===== config.mk =====
export PLATFORM = sky130hd
export DESIGN_NAME = pipe_hazard_ctrl
export DESIGN_NICKNAME = d
export VERILOG_FILES = /design/src/rtl/pipe_hazard_ctrl.sv
export SDC_FILE = /design/constraint.sdc
export NUM_CORES = 1
export LEC_CHECK = 0
export BUFFER_PORTS_ARGS = -buffer_cell sky130_fd_sc_hd__buf_2
export CAP_MARGIN = 20
export CORE_ASPECT_RATIO = 2
export CORE_UTILIZATION = 50
export DETAILED_ROUTE_END_ITERATION = 8
export PLACE_DENSITY_LB_ADDON = 0.05
export RECOVER_POWER = 25
export SLEW_MARGIN = 0
export SYNTH_ARGS = -nofsm -noshare
export SYNTH_HDL_FRONTEND = slang
export SYNTH_SLANG_ARGS = --single-unit

===== constraint.sdc =====
create_clock -name clk -period 7.5 [get_ports clk]
set_input_delay 0.75 -clock clk [delete_from_list [all_inputs] [get_ports clk]]
set_output_delay 0.75 -clock clk [all_outputs]
set_load 0.05 [all_outputs]

===== src/rtl/pipe_hazard_ctrl.sv =====
// Stall/flush sequencer for the 5-stage pipeline: load-use bubbles, multi-cycle
// divide, outstanding data-memory waits and exception flush/redirect.
module pipe_hazard_ctrl #(
  parameter int CNT_W = 32
) (
  input  logic             clk,
  input  logic             resetn,
  input  logic             memtoreg_e,
  input  logic [4:0]       rs_d,
  input  logic [4:0]       rt_d,
  input  logic [4:0]       rt_e,
  input  logic             div_req_e,
  input  logic             div_done,
  output logic             div_start,
  output logic             div_cancel,
  input  logic             data_req_m,
  input  logic             data_ok,
  input  logic             excp_m,
  output logic             pc_redirect,
  output logic             stall_f,
  output logic             stall_d,
  output logic             stall_e,
  output logic             stall_m,
  output logic             stall_w,
  output logic             flush_d,
  output logic             flush_e,
  output logic             flush_m,
  output logic             flush_w,
  output logic [CNT_W-1:0] stall_cycles
);
  typedef enum logic [1:0] {RUN = 2'd0, DIV = 2'd1, MEM = 2'd2} state_e;

  typedef struct packed {
    logic sf, sd, se, sm;
    logic fd, fe, fm, fw;
    logic redirect, cancel;
  } ctl_t;

  localparam ctl_t CTL_NONE = '0;
  localparam ctl_t CTL_EXCP = '{sf: 1'b0, sd: 1'b0, se: 1'b0, sm: 1'b0,
                                fd: 1'b1, fe: 1'b1, fm: 1'b1, fw: 1'b0,
                                redirect: 1'b1, cancel: 1'b0};
  localparam ctl_t CTL_MEM  = '{sf: 1'b1, sd: 1'b1, se: 1'b1, sm: 1'b1,
                                fd: 1'b0, fe: 1'b0, fm: 1'b0, fw: 1'b1,
                                redirect: 1'b0, cancel: 1'b0};
  localparam ctl_t CTL_DIV  = '{sf: 1'b1, sd: 1'b1, se: 1'b1, sm: 1'b0,
                                fd: 1'b0, fe: 1'b0, fm: 1'b1, fw: 1'b0,
                                redirect: 1'b0, cancel: 1'b0};
  localparam ctl_t CTL_LU   = '{sf: 1'b1, sd: 1'b1, se: 1'b0, sm: 1'b0,
                                fd: 1'b0, fe: 1'b1, fm: 1'b0, fw: 1'b0,
                                redirect: 1'b0, cancel: 1'b0};

  state_e            state_q, state_d;
  logic              div_start_q, div_start_d;
  logic [CNT_W-1:0]  stall_cycles_q;
  ctl_t              ctl;
  logic              load_use;

  assign load_use = memtoreg_e && (rt_e != 5'd0) && ((rt_e == rs_d) || (rt_e == rt_d));

  always_comb begin
    ctl     = CTL_NONE;
    state_d = state_q;
    unique case (state_q)
      RUN: begin
        if (excp_m) begin
          ctl = CTL_EXCP;
        end else if (data_req_m && !data_ok) begin
          ctl     = CTL_MEM;
          state_d = MEM;
        end else if (div_req_e) begin
          ctl     = CTL_DIV;
          state_d = DIV;
        end else if (load_use) begin
          ctl = CTL_LU;
        end
      end
      MEM: begin
        if (data_ok) state_d = RUN;
        else         ctl     = CTL_MEM;
      end
      DIV: begin
        // exception wins over a simultaneous div_done: the result is discarded
        if (excp_m) begin
          ctl        = CTL_EXCP;
          ctl.cancel = 1'b1;
          state_d    = RUN;
        end else if (div_done) begin
          state_d = RUN;
        end else begin
          ctl = CTL_DIV;
        end
      end
      default: state_d = RUN;
    endcase
  end

  assign div_start_d = (state_q != DIV) && (state_d == DIV);

  // controls are forced quiet while reset is held
  assign stall_f     = ctl.sf & resetn;
  assign stall_d     = ctl.sd & resetn;
  assign stall_e     = ctl.se & resetn;
  assign stall_m     = ctl.sm & resetn;
  assign stall_w     = 1'b0;
  assign flush_d     = ctl.fd & resetn;
  assign flush_e     = ctl.fe & resetn;
  assign flush_m     = ctl.fm & resetn;
  assign flush_w     = ctl.fw & resetn;
  assign pc_redirect = ctl.redirect & resetn;
  assign div_cancel  = ctl.cancel & resetn;
  assign div_start   = div_start_q;
  assign stall_cycles = stall_cycles_q;

  always_ff @(posedge clk or negedge resetn) begin
    if (!resetn) begin
      state_q        <= RUN;
      div_start_q    <= 1'b0;
      stall_cycles_q <= '0;
    end else begin
      state_q        <= state_d;
      div_start_q    <= div_start_d;
      stall_cycles_q <= stall_cycles_q + CNT_W'(stall_f);
    end
  end
endmodule


# After elaboration in Yosys (flattened, before gate mapping)
# Index checks and enable logic that the tools add are counted.
[totals]
inputBits = 23
output_inout_bits = 44
regBits = 35
elab_cells = 43
[op_classes]
n_reduce_logical = 8
n_eq_ne = 6
n_mux = 15
add_sub_neg = 1
bitwise_logic = 10
[ops]
columns = ["operator", "n"]
rows = [
  ["$mux 10", 7],
  ["$add 32x1->32", 1],
  ["$pmux 10 s3", 1],
  ["$mux 2", 6],
  ["$and 1x1->1", 10],
  ["$eq 5x5->1", 2],
  ["$pmux 2 s3", 1],
  ["$reduce_bool 5->1", 1],
  ["$eq 2x1->1 const B", 2],
  ["$logic_and 1x1->1", 4],
  ["$eq 2x2->1 const B", 1],
  ["$logic_not 2->1", 1],
  ["$ne 2x1->1 const B", 1],
  ["$logic_not 1->1", 1],
  ["$logic_or 1x1->1", 1],
]

# Depth between registers and ports, before layout
[depth]
word_depth = 10
ltp_mapped = 10
mapped_depth_nobuf = 10

# Worst setup path after synthesis
# Ideal clock, no wire load.
[synth_path]
path_kind = "in2reg"
start = "input data_ok"
end = "register stall_cycles_q[28] (netlist: stall_cycles[28])"
stages = 10
n_path_buf = 0
arrival_time_ps = 3607
setup_ps = 82
t_required_ps = 7418
setup_slack_ps = 3811
path_cell_list = "nand2b_1 > a21oi_1 > o311a_1 > o21bai_1 > ha_1 > ha_1 > inv_1 > or4b_4 > nor4_4 > xor2_1"
[synth_between]
elab_chain_cells = 7
elab_cells_between_ends = 8
cone_classes = "add/sub: 1; mux: 4; bitwise: 1; reduce/logical: 2"
[synth_lines]
columns = ["item", "line", "source"]
rows = [
  ["start, declared", "17", "input logic data_ok,"],
  ["$logic_not 1->1", "68", "end else if (data_req_m && !data_ok) begin"],
  ["$logic_and 1x1->1", "68", ""],
  ["$mux 10", "68", ""],
  ["$mux 10", "66", "if (excp_m) begin"],
  ["$pmux 10 s3 (*)", "64", "unique case (state_q)"],
  ["$and 1x1->1 (*)", "101", "assign stall_f = ctl.sf & resetn;"],
  ["$add 32x1->32 (*)", "123", "stall_cycles_q <= stall_cycles_q + CNT_W'(stall_f);"],
  ["end signal, assigned", "123", ""],
  ["end, declared", "55", "logic [CNT_W-1:0] stall_cycles_q;"],
]
# Every way passes the cells marked *; elsewhere a longest branch is shown, timed or not.

# Worst setup path after layout
[layout_path]
start = "input resetn"
end = "register stall_cycles_q[22] (netlist: stall_cycles[22])"
[layout_between]
elab_chain_cells = 2
[layout_lines]
columns = ["item", "line", "source"]
rows = [
  ["start, declared", "7", "input logic resetn,"],
  ["$and 1x1->1", "101", ""],
  ["$add 32x1->32", "123", ""],
]
# Every way passes these cells.

==> out/summary.txt <==
Crit. End Element -> flip-flop
maximum VDD drop -> 0.0002504 V
clk_skew -> 0.008527 ns
layout cells sized above 1 -> 32.64%
GPL Wtd Cong -> 0.7782
largest area contributor in the netlist -> dfrtp_1
Slew @ Worst Pin -> 1.959 ns
Antenna Nets Post-Route -> 0
Final Cycle Share -> 58.09%
total wire length -> 4026 µm
Cells after DPL -> 281
TritonRoute pass-1 iters -> 4
WL/cell -> 13.98 µm
Commonest cells post-synth -> dfrtp_1, xnor2_1, xor2_1, nand2_1, nand4_1
CP Data Arrival Time -> 4.53 ns
hold_buf cts -> 0
top cell type's share of synthesized area -> 47.07%
Synth Net Count -> 198
slowest library cell on the worst path -> clkbuf_1
clk_lat worst skew -> 0.29 ns
Initial Util -> 52.14%
total chip power -> 0.4754 mW
Final Hold Vio Count -> 0
Seq/Total Area, Yosys -> 47.07%
CP required -> 7.67 ns
routed via count -> 1490
# fillers -> 317
CTS root buffer -> clkbuf_8
CTS Buffer Depth -> 2
register cell area after layout -> 875.8 µm²
hold crit path type -> flip-flop to flip-flop
utilization after layout -> 64.27%
status -> finished with violations
largest net degree at the start of global routing -> 39
IO Port Bufs -> 65
worst path cell trace -> clkbuf_1, nor2b_1, o2111ai_1, nand2b_1, o21bai_1, ha_1, ha_1, inv_1, nor4_2, nand4_1, xnor2_1
Die Y -> 88.27 µm
First DRT Iteration DRCs -> 15
vias in the first global route -> 1485
R2R depth -> 10
GR Util All Layers -> 22.52%
Clock transition at path regs -> 0.07 ns
DRC Markers -> 0
die span in x -> 45.14 µm
Post-synth EDFFs -> 0
r2r endpoint -> stall_cycles[22]$_DFF_PN0_
nets -> 264
row count -> 31
DIE AREA -> 0.003984 mm²
Synth Warn # -> 0
Ant. Diodes -> 0
WHS Endpoint -> stall_cycles[30]$_DFF_PN0_
CP max FO -> 38
ys flop type -> dfrtp_1
fmax -> 0.2295 GHz
post-synth design cell area -> 0.001861 mm²
r2r setup slk -> 4.67 ns
Setup TNS -> 0 ns
H-tree levels -> 2
IO Pins -> 67
Setup Fix Bufs, Post-CTS -> 0
Max Slew Vio Count -> 39
via density per instance -> 5.174
failing checks -> max-capacitance violations, max-slew violations
PwrDens -> 207.3 mW/mm²
post-layout min period -> 4.357 ns
CP max stage delay -> 1.38 ns
Hold Path Stages -> 1
Avg Inst Size Synth -> 10.75 µm²
FF-to-FF Start -> state_q[1]$_DFF_PN0_
Pleak -> 1.197 nW
Synth area leaders -> dfrtp_1, xnor2_1, xor2_1
global-route wire length before repair -> 6596 µm
max capacitance violation total -> 1
ys async rst share -> 100.0%
Rel. slew slack -> -30.59%
P&R area growth vs syn -> 23.27%
Mapped Cells -> 173
Sink Count -> 35
Crit path top cell by count -> ha_1
Synth Register Bits -> 35
post-CTS resize count -> 0
unique cell type count in the Yosys netlist -> 37
count leader, synth -> dfrtp_1
RSZ-0062 raised after global routing -> no
min-delay src -> stall_cycles[30]$_DFF_PN0_
Remaining Overflow, GRT -> 0
Non-Filler Instances -> 288
Critical Path Source Type -> input port
worst setup path class -> input port to flip-flop
area of the multi-input gates -> 928.4 µm²
post-DP HPWL -> 3213 µm
CTS tree -> yes
core footprint -> 0.003568 mm²
initial antenna violation count -> 0
Num CTS Buffers -> 5
endpoints failing setup -> 0
## stage by stage
stage                     hold WS (ns)  area, µm²  worst slack, ns
after global routing            0.4959       2293            2.590
final                           0.4784       2293            3.143
after global placement          0.4599       2210            3.712
after floorplan                 0.4544       1861            3.811
after CTS                       0.4814       2297            3.846
after detailed placement        0.4720       2210            3.553
## critical path, delay by kind of cell
family	cells	cell delay, ns
buffers and inverters	2	1.47
and+or+nand+nor	4	1.32
adders and majority gates	2	0.45
AOI/OAI and AO/OA	2	0.38
xor gates and xnor gates	1	0.16
## how the worst max path moves through the flow
stage                 start                    endpoint  depth (start not counted)
floorplan           data_ok  stall_cycles[28]$_DFF_PN0_                         10
global placement     resetn  stall_cycles[22]$_DFF_PN0_                         11
detailed placement   resetn  stall_cycles[22]$_DFF_PN0_                         11
CTS                  resetn  stall_cycles[22]$_DFF_PN0_                         11
global route         resetn  stall_cycles[20]$_DFF_PN0_                         11
finish               resetn  stall_cycles[22]$_DFF_PN0_                         11
## power breakdown
group,total [mW],switching [mW],internal (mW)
clock network,0.136,0.0640,0.0720
logic,0.119,0.0889,0.0298
registers,0.221,0.0176,0.203
total,0.475,0.171,0.305
## area by class of cell
class / count / share of cell area (%)
clock inverters: 1 / 0.2182
inverters: 5 / 0.8183
repair buffers: 65 / 14.02
well taps: 49 / 2.673
multi-input cells: 127 / 40.48
flip-flops and latches: 35 / 38.19
clock buffers: 6 / 3.601
## cells by family (layout without fill, tap and decap cells)
group | count (synthesis) | after routing | synth area share (%)
multiplexers | 1 | 1 | 0.6052
other | 1 | 1 | 0.2016
XOR/XNOR | 40 | 40 | 18.83
adder cells (fa/ha/maj) | 2 | 2 | 1.345
flip-flops | 35 | 35 | 47.07
buffers and inverters | 11 | 77 | 3.027
AO/OA/AOI/OAI | 9 | 9 | 3.430
AND/OR/NAND/NOR | 74 | 74 | 25.49
## per-layer routing
metal	GRT usage (%)	vias to the layer above	wire length, µm
li1	-	727	-
met1	23.42	710	1473
met2	41.37	45	2326
met3	4.286	8	142
met4	10.19	0	85
met5	0	-	0
## placed cells by master, fill, tap and decap left out, drive strengths merged, types with 2 or more instances in the layout
| cell type | instances |
|---|---|
| nand4 | 12 |
| nand2b | 3 |
| xor2 | 20 |
| and3 | 5 |
| nor2b | 2 |
| clkbuf | 9 |
| dfrtp | 35 |
| nor3 | 5 |
| nor4 | 5 |
| nor2 | 7 |
| inv | 5 |
| buf | 62 |
| xnor2 | 20 |
| nand2 | 12 |
| and4 | 5 |
| a21oi | 2 |
| nand3 | 8 |
| and2 | 5 |
| ha | 2 |
## state kept, by name (all words and copies together) (netlist names)
register,flops
stall_cycles,32
div_start,1
state_q,2
Power figures use the tool's default switching activity.
